## src/rtl/aes_pkg.sv

```systemverilog
// Shared AES key-schedule constants, round-constant lookup and FSM state encoding.
// Macro AES_INV_KEY_FWD_DERIVE_EN adds the forward-derivation state.
package aes_pkg;

   localparam int KEY_W      = 128;
   localparam int NUM_ROUNDS = 10;

   typedef enum logic [1:0] {
      ST_IDLE = 2'd0,
`ifdef AES_INV_KEY_FWD_DERIVE_EN
      ST_FWD  = 2'd1,
`endif
      ST_EMIT = 2'd2
   } state_t;

   // RCON[1..10]; index 0 is never consumed by a schedule step.
   function automatic logic [7:0] rcon(input logic [3:0] r);
      logic [7:0] v;
      case (r)
         4'd1:    v = 8'h01;
         4'd2:    v = 8'h02;
         4'd3:    v = 8'h04;
         4'd4:    v = 8'h08;
         4'd5:    v = 8'h10;
         4'd6:    v = 8'h20;
         4'd7:    v = 8'h40;
         4'd8:    v = 8'h80;
         4'd9:    v = 8'h1b;
         4'd10:   v = 8'h36;
         default: v = 8'h00;
      endcase
      return v;
   endfunction

endpackage

```

## src/rtl/s_box.sv

```systemverilog
// AES forward S-box: multiplicative inverse in GF(2^8) followed by the affine transform.
module s_box (
   input  logic [7:0] din_i,
   output logic [7:0] dout_o
);

   function automatic logic [7:0] xtime(input logic [7:0] a);
      return {a[6:0], 1'b0} ^ (a[7] ? 8'h1b : 8'h00);
   endfunction

   function automatic logic [7:0] gf_mul(input logic [7:0] a, input logic [7:0] b);
      logic [7:0] p;
      logic [7:0] aa;
      p  = 8'h00;
      aa = a;
      for (int i = 0; i < 8; i++) begin
         if (b[i]) p = p ^ aa;
         aa = xtime(aa);
      end
      return p;
   endfunction

   // x^254 == x^-1 for nonzero x, and maps 0 to 0 as the S-box requires.
   function automatic logic [7:0] gf_inv(input logic [7:0] x);
      logic [7:0] sq;
      logic [7:0] r;
      sq = x;
      r  = 8'h01;
      for (int i = 1; i < 8; i++) begin
         sq = gf_mul(sq, sq);
         r  = gf_mul(r, sq);
      end
      return r;
   endfunction

   function automatic logic [7:0] affine(input logic [7:0] b);
      logic [7:0] c;
      logic [7:0] y;
      c = 8'h63;
      for (int i = 0; i < 8; i++) begin
         y[i] = b[i] ^ b[(i + 4) % 8] ^ b[(i + 5) % 8] ^ b[(i + 6) % 8] ^ b[(i + 7) % 8] ^ c[i];
      end
      return y;
   endfunction

   assign dout_o = affine(gf_inv(din_i));

endmodule

```

## src/rtl/aes_inv_key_expansion.sv

```systemverilog
// AES-128 key schedule emitted in reverse order (round 10 down to 0) over a valid/ready port.
// Macro AES_INV_KEY_FWD_DERIVE_EN: seed is the cipher key and rounds 1..10 are derived first.
module aes_inv_key_expansion
   import aes_pkg::*;
(
   input  logic               clk,
   input  logic               rst,
   input  logic               start,
   input  logic [KEY_W-1:0]   key_in,
   output logic               busy,
   output logic               rk_valid,
   input  logic               rk_ready,
   output logic [KEY_W-1:0]   round_key,
   output logic [3:0]         rk_index,
   output logic               done
);

   state_t             state_q, state_d;
   logic [KEY_W-1:0]   key_q, key_d;
   logic [3:0]         rnum_q, rnum_d;
   logic               done_q, done_d;
`ifdef AES_INV_KEY_FWD_DERIVE_EN
   logic [3:0]         cnt_q, cnt_d;
`endif

   logic [31:0] w0, w1, w2, w3;
   logic [31:0] w0p, w1p, w2p, w3p;
   logic [31:0] sub_in, rot, sub;
   logic [7:0]  rc;
   logic [3:0]  rc_idx;

   assign w0  = key_q[127:96];
   assign w1  = key_q[95:64];
   assign w2  = key_q[63:32];
   assign w3  = key_q[31:0];
   assign w3p = w3 ^ w2;
   assign w2p = w2 ^ w1;
   assign w1p = w1 ^ w0;

   // Forward and inverse steps share one SubWord; only its input word and RCON index differ.
`ifdef AES_INV_KEY_FWD_DERIVE_EN
   assign sub_in = (state_q == ST_FWD) ? w3 : w3p;
   assign rc_idx = (state_q == ST_FWD) ? cnt_q : rnum_q;
`else
   assign sub_in = w3p;
   assign rc_idx = rnum_q;
`endif
   assign rot = {sub_in[23:0], sub_in[31:24]};
   assign rc  = rcon(rc_idx);

   for (genvar g = 0; g < 4; g++) begin : g_sbox
      s_box u_s_box (
         .din_i  (rot[8*g +: 8]),
         .dout_o (sub[8*g +: 8])
      );
   end

   assign w0p = w0 ^ sub ^ {rc, 24'h0};

`ifdef AES_INV_KEY_FWD_DERIVE_EN
   logic [31:0] f0, f1, f2, f3;
   assign f0 = w0 ^ sub ^ {rc, 24'h0};
   assign f1 = w1 ^ f0;
   assign f2 = w2 ^ f1;
   assign f3 = w3 ^ f2;
`endif

   always_comb begin
      state_d = state_q;
      key_d   = key_q;
      rnum_d  = rnum_q;
      done_d  = 1'b0;
`ifdef AES_INV_KEY_FWD_DERIVE_EN
      cnt_d   = cnt_q;
`endif
      case (state_q)
         ST_IDLE: begin
            // A start landing on the done cycle is deliberately dropped.
            if (start && !done_q) begin
               key_d  = key_in;
               rnum_d = 4'(NUM_ROUNDS);
`ifdef AES_INV_KEY_FWD_DERIVE_EN
               cnt_d   = 4'd1;
               state_d = ST_FWD;
`else
               state_d = ST_EMIT;
`endif
            end
         end
`ifdef AES_INV_KEY_FWD_DERIVE_EN
         ST_FWD: begin
            key_d = {f0, f1, f2, f3};
            cnt_d = cnt_q + 4'd1;
            if (cnt_q == 4'(NUM_ROUNDS)) state_d = ST_EMIT;
         end
`endif
         ST_EMIT: begin
            if (rk_ready) begin
               if (rnum_q != 4'd0) begin
                  key_d  = {w0p, w1p, w2p, w3p};
                  rnum_d = rnum_q - 4'd1;
               end else begin
                  state_d = ST_IDLE;
                  done_d  = 1'b1;
               end
            end
         end
         default: state_d = ST_IDLE;
      endcase
   end

   always_ff @(posedge clk) begin
      if (rst) begin
         state_q <= ST_IDLE;
         key_q   <= '0;
         rnum_q  <= '0;
         done_q  <= 1'b0;
`ifdef AES_INV_KEY_FWD_DERIVE_EN
         cnt_q   <= '0;
`endif
      end else begin
         state_q <= state_d;
         key_q   <= key_d;
         rnum_q  <= rnum_d;
         done_q  <= done_d;
`ifdef AES_INV_KEY_FWD_DERIVE_EN
         cnt_q   <= cnt_d;
`endif
      end
   end

   assign busy      = (state_q != ST_IDLE);
   assign rk_valid  = (state_q == ST_EMIT);
   assign round_key = key_q;
   assign rk_index  = rnum_q;
   assign done      = done_q;

endmodule

```

## config.mk

```make
export PLATFORM = sky130hd
export DESIGN_NAME = aes_inv_key_expansion
export DESIGN_NICKNAME = d
export VERILOG_FILES = /design/src/rtl/aes_pkg.sv /design/src/rtl/s_box.sv /design/src/rtl/aes_inv_key_expansion.sv
export SDC_FILE = /design/constraint.sdc
export NUM_CORES = 2
export LEC_CHECK = 0
export CAP_MARGIN = 20
export CORE_ASPECT_RATIO = 1.75
export CORE_MARGIN = 5
export CORE_UTILIZATION = 56
export DETAILED_ROUTE_END_ITERATION = 10
export PLACE_DENSITY = 0.87
export RECOVER_POWER = 25
export SLEW_MARGIN = 20
export SYNTH_ARGS = -nofsm -noshare
export SYNTH_HDL_FRONTEND = slang
export SYNTH_SLANG_ARGS = --single-unit
```

## constraint.sdc

```tcl
create_clock -name clk -period 35.3 [get_ports clk]
set_clock_uncertainty 0.15 [all_clocks]
set_input_delay 5.295 -clock clk [delete_from_list [all_inputs] [get_ports clk]]
set_output_delay 5.295 -clock clk [all_outputs]
set_load 0.05 [all_outputs]
```

==> impl_results.md <==
* Register area share after synthesis at roughly 4.8%
* FF-to-FF setup slack at about 15 ns
* All-layer global routing usage at 32.5%
* Top cells by count, synth: xnor2_1 (1,623), nor2_1 (1,252), nand2_1 (793), xor2_1 (445), a21oi_1 (404)
* Buf/Inv on CP at 2
* TritonCTS clock tree: built
* First-pass DRT Iterations at 11
* Highest routed metal layer: met5
* NumNets Final at 8,049
* Worst setup path end: round_key[101]
* Yosys cell types at 97
* Cell taking the most area after synthesis: xnor2_1
* Post-synth EDFFs at 0
* Detailed-route via count at about 59,000
* Final min period at 19.90 ns
* Vias in the first global route at slightly below 60,000
* Async SR Flop Fraction at 0%
* Gp weighted congestion at 1.00
* H-tree depth at 4
* RR Startpoint: round_key[63]
* Num CTS Buffers at 17
* Postcts setup bufs at 0
* CTS clk-pin slew, worst paths at 0.08 ns
* Run status: complete, but fails checks
* Most instantiated library cell after synthesis: xnor2_1
* CTS resizes at 0
* Hold_buf cts at 0
* Max stage delay cell, worst path: xnor3_1
* Synth top area share at 23.8%
* Row count at 158
* Setup crit start: round_key[63]
* Top_reg_cell synth: dfxtp_1
* Ys Warns at 0
* Final setup fails at 0
* GRT Residual Overflow at 0
* Crit path max-delay family: XOR/XNOR gates
* Mapped cell area at 59,700 um^2
* WL met2 at 96.4 mm
* Crit path top cell by count: xor2_1
* Syn avg cell area at 7.59 um^2
* # DRC at 0
* Sink Count at 142
* Crit path DAT at between 20 and 25 ns
* Max-slew violations at between 80 and 90
* Kind of end point of the critical path: flop
* Final HPWL DP at 150 mm
* Critical Path Fanout Max at 18
* Layout cells sized above 1 at 6.96%
* FF-to-FF path depth at 50
* R2r endpoint: round_key[101]
* DR WL met3 at 15.8 mm
* Die area at 113,000 um^2
* Hold crit path type: reg2reg
* Type of origin of the critical path: flop
* Via density at 6.37
* Die height at 442 um
* Worst slew pin tran at 3.02 ns
* Post-place setup slack at 15.79 ns
* I/O pin count at approximately 270
* Maximum clock frequency at 0.0502 GHz
* Critical Path Stages at 50
* Initial antenna violation count at 4
* Worst Slack Setup Final at between 15 and 20 ns
* Post-synthesis cell count at between 7,000 and 8,000
* Initial Utilization at 56.3%
* Core area at approximately 110,000 um^2
* Routed len/inst at between 20 and 25 um
* Clk_lat worst skew at 0.50 ns
* Die W at 257 um
* CP max stage delay at 0.89 ns
* P&R area growth vs syn at 8.68%
* Clock Path Buffers at 2
* 1st-iter DRT viols at 5,521
* Synthesized flop and latch total at 142
* CP required at 35.49 ns
* DRT met1 WL at around 66 mm
* Setup Total Neg Slack at 0 ns
* WS Path Type: reg2reg
* Total wire length at 197 mm
* First-pass GRT wire length at 307 mm
* Pin count of the biggest net entering global routing at 89
* Rel. slew slack at -101%
* Syn_nets at 8,022
* RSZ-0062 raised after global routing: no
* Remaining antenna violation count at 0
* Max-cap violations at 1
* Final Hold Viols at 0
* I/O Buffers at 266
* FILL cells at 9,098
* Final worst-path cycle share at 56.4%
* Violated checks: max-capacitance violations, max-slew violations
* Top post-synthesis cells by area: xnor2_1 (24%), xnor3_1 (14%), nor2_1 (7.9%)
* Clock Root Buffer: clkbuf_16
==> flip-flops by register name, indices dropped and copies added (netlist names) <==
signal     cells
round_key    128
rk_index       4
state_q        1
rc             8
done           1
==> worst reg2reg max path, delay by kind of cell (launching register included) <==
family,cells,cell delay [ns]
AO/OA/AOI/OAI,3,0.43
XOR/XNOR,31,14.27
adder cells (fa/ha/maj),2,1.25
buffers and inverters,2,0.90
flip-flops,1,0.39
multiplexers,3,0.86
AND/OR/NAND/NOR,9,1.53
==> cell families (layout without fill, tap and decap cells) <==
family / Yosys count / after routing / share of synthesized area, %
AND/OR/NAND/NOR: 2715 / 2715 / 19.4
adder cells (fa/ha/maj): 24 / 24 / 0.503
XOR/XNOR: 2596 / 2596 / 49.6
AO/OA/AOI/OAI: 1438 / 1438 / 15.9
buffers and inverters: 624 / 664 / 4.21
flip-flops: 142 / 142 / 4.76
multiplexers: 327 / 327 / 5.69
other: 0 / 3 / 0
==> area by class of cell <==
cell class              count  area, um^2  area share [%]
well taps                1360        1700            2.62
diodes                      3        7.51          0.0116
clock buffers              17         425           0.656
clock inverters            15         186           0.287
flip-flops and latches    142        2850            4.39
repair buffers            527        4610            7.11
inverters                 105         394           0.608
multi-input cells        7100       54700            84.3
==> metrics by stage <==
step	utilization [%]	instances	hold slack, ns	cell area, um^2
2_1_floorplan	-	7866	0.458	59700
5_1_grt	61.2	9266	0.364	64800
4_1_cts	61.2	9266	0.340	64800
3_5_place_dp	60.6	9234	0.327	64200
6_report	61.2	9269	0.336	64800
3_3_place_gp	60.6	9233	0.316	64200
==> cells in the final DEF, fill, tap and decap left out, types with 46 or more instances in the layout <==
| cell type | count |
|---|---|
| o22ai_1 | 95 |
| o211ai_1 | 87 |
| xor2_1 | 439 |
| dfxtp_1 | 141 |
| dlygate4sd3_1 | 47 |
| xnor3_1 | 381 |
| nor3_1 | 187 |
| clkdlybuf4s50_1 | 218 |
| a31oi_1 | 46 |
| nor2_1 | 1252 |
| xnor2_2 | 94 |
| nand2b_1 | 55 |
| a222oi_1 | 81 |
| inv_1 | 82 |
| a21oi_1 | 403 |
| a22oi_1 | 50 |
| nand3_1 | 127 |
| nor2b_1 | 67 |
| nand2_1 | 793 |
| o21ai_0 | 263 |
| buf_4 | 259 |
| mux2i_1 | 266 |
| xnor2_1 | 1585 |
| a211oi_1 | 71 |
==> routing by layer <==
layer	vias to the layer above	global-route usage, %
met3	1038	5.97
met2	3230	57.9
met1	27800	33.5
met5	-	0
met4	2	25.3
li1	27000	-
==> how the worst min path moves through the flow <==
stage,start,end,cells past startpoint
6_report,round_key[26],round_key[26],2
4_1_cts,round_key[26],round_key[26],2
3_5_place_dp,round_key[26],round_key[26],2
2_1_floorplan,rc[7],round_key[127],3
3_3_place_gp,round_key[26],round_key[26],2
5_1_grt,round_key[5],round_key[5],2
Power is not shown: default switching activity piles up to over one toggle a cycle in this logic, so the estimate is an artifact.
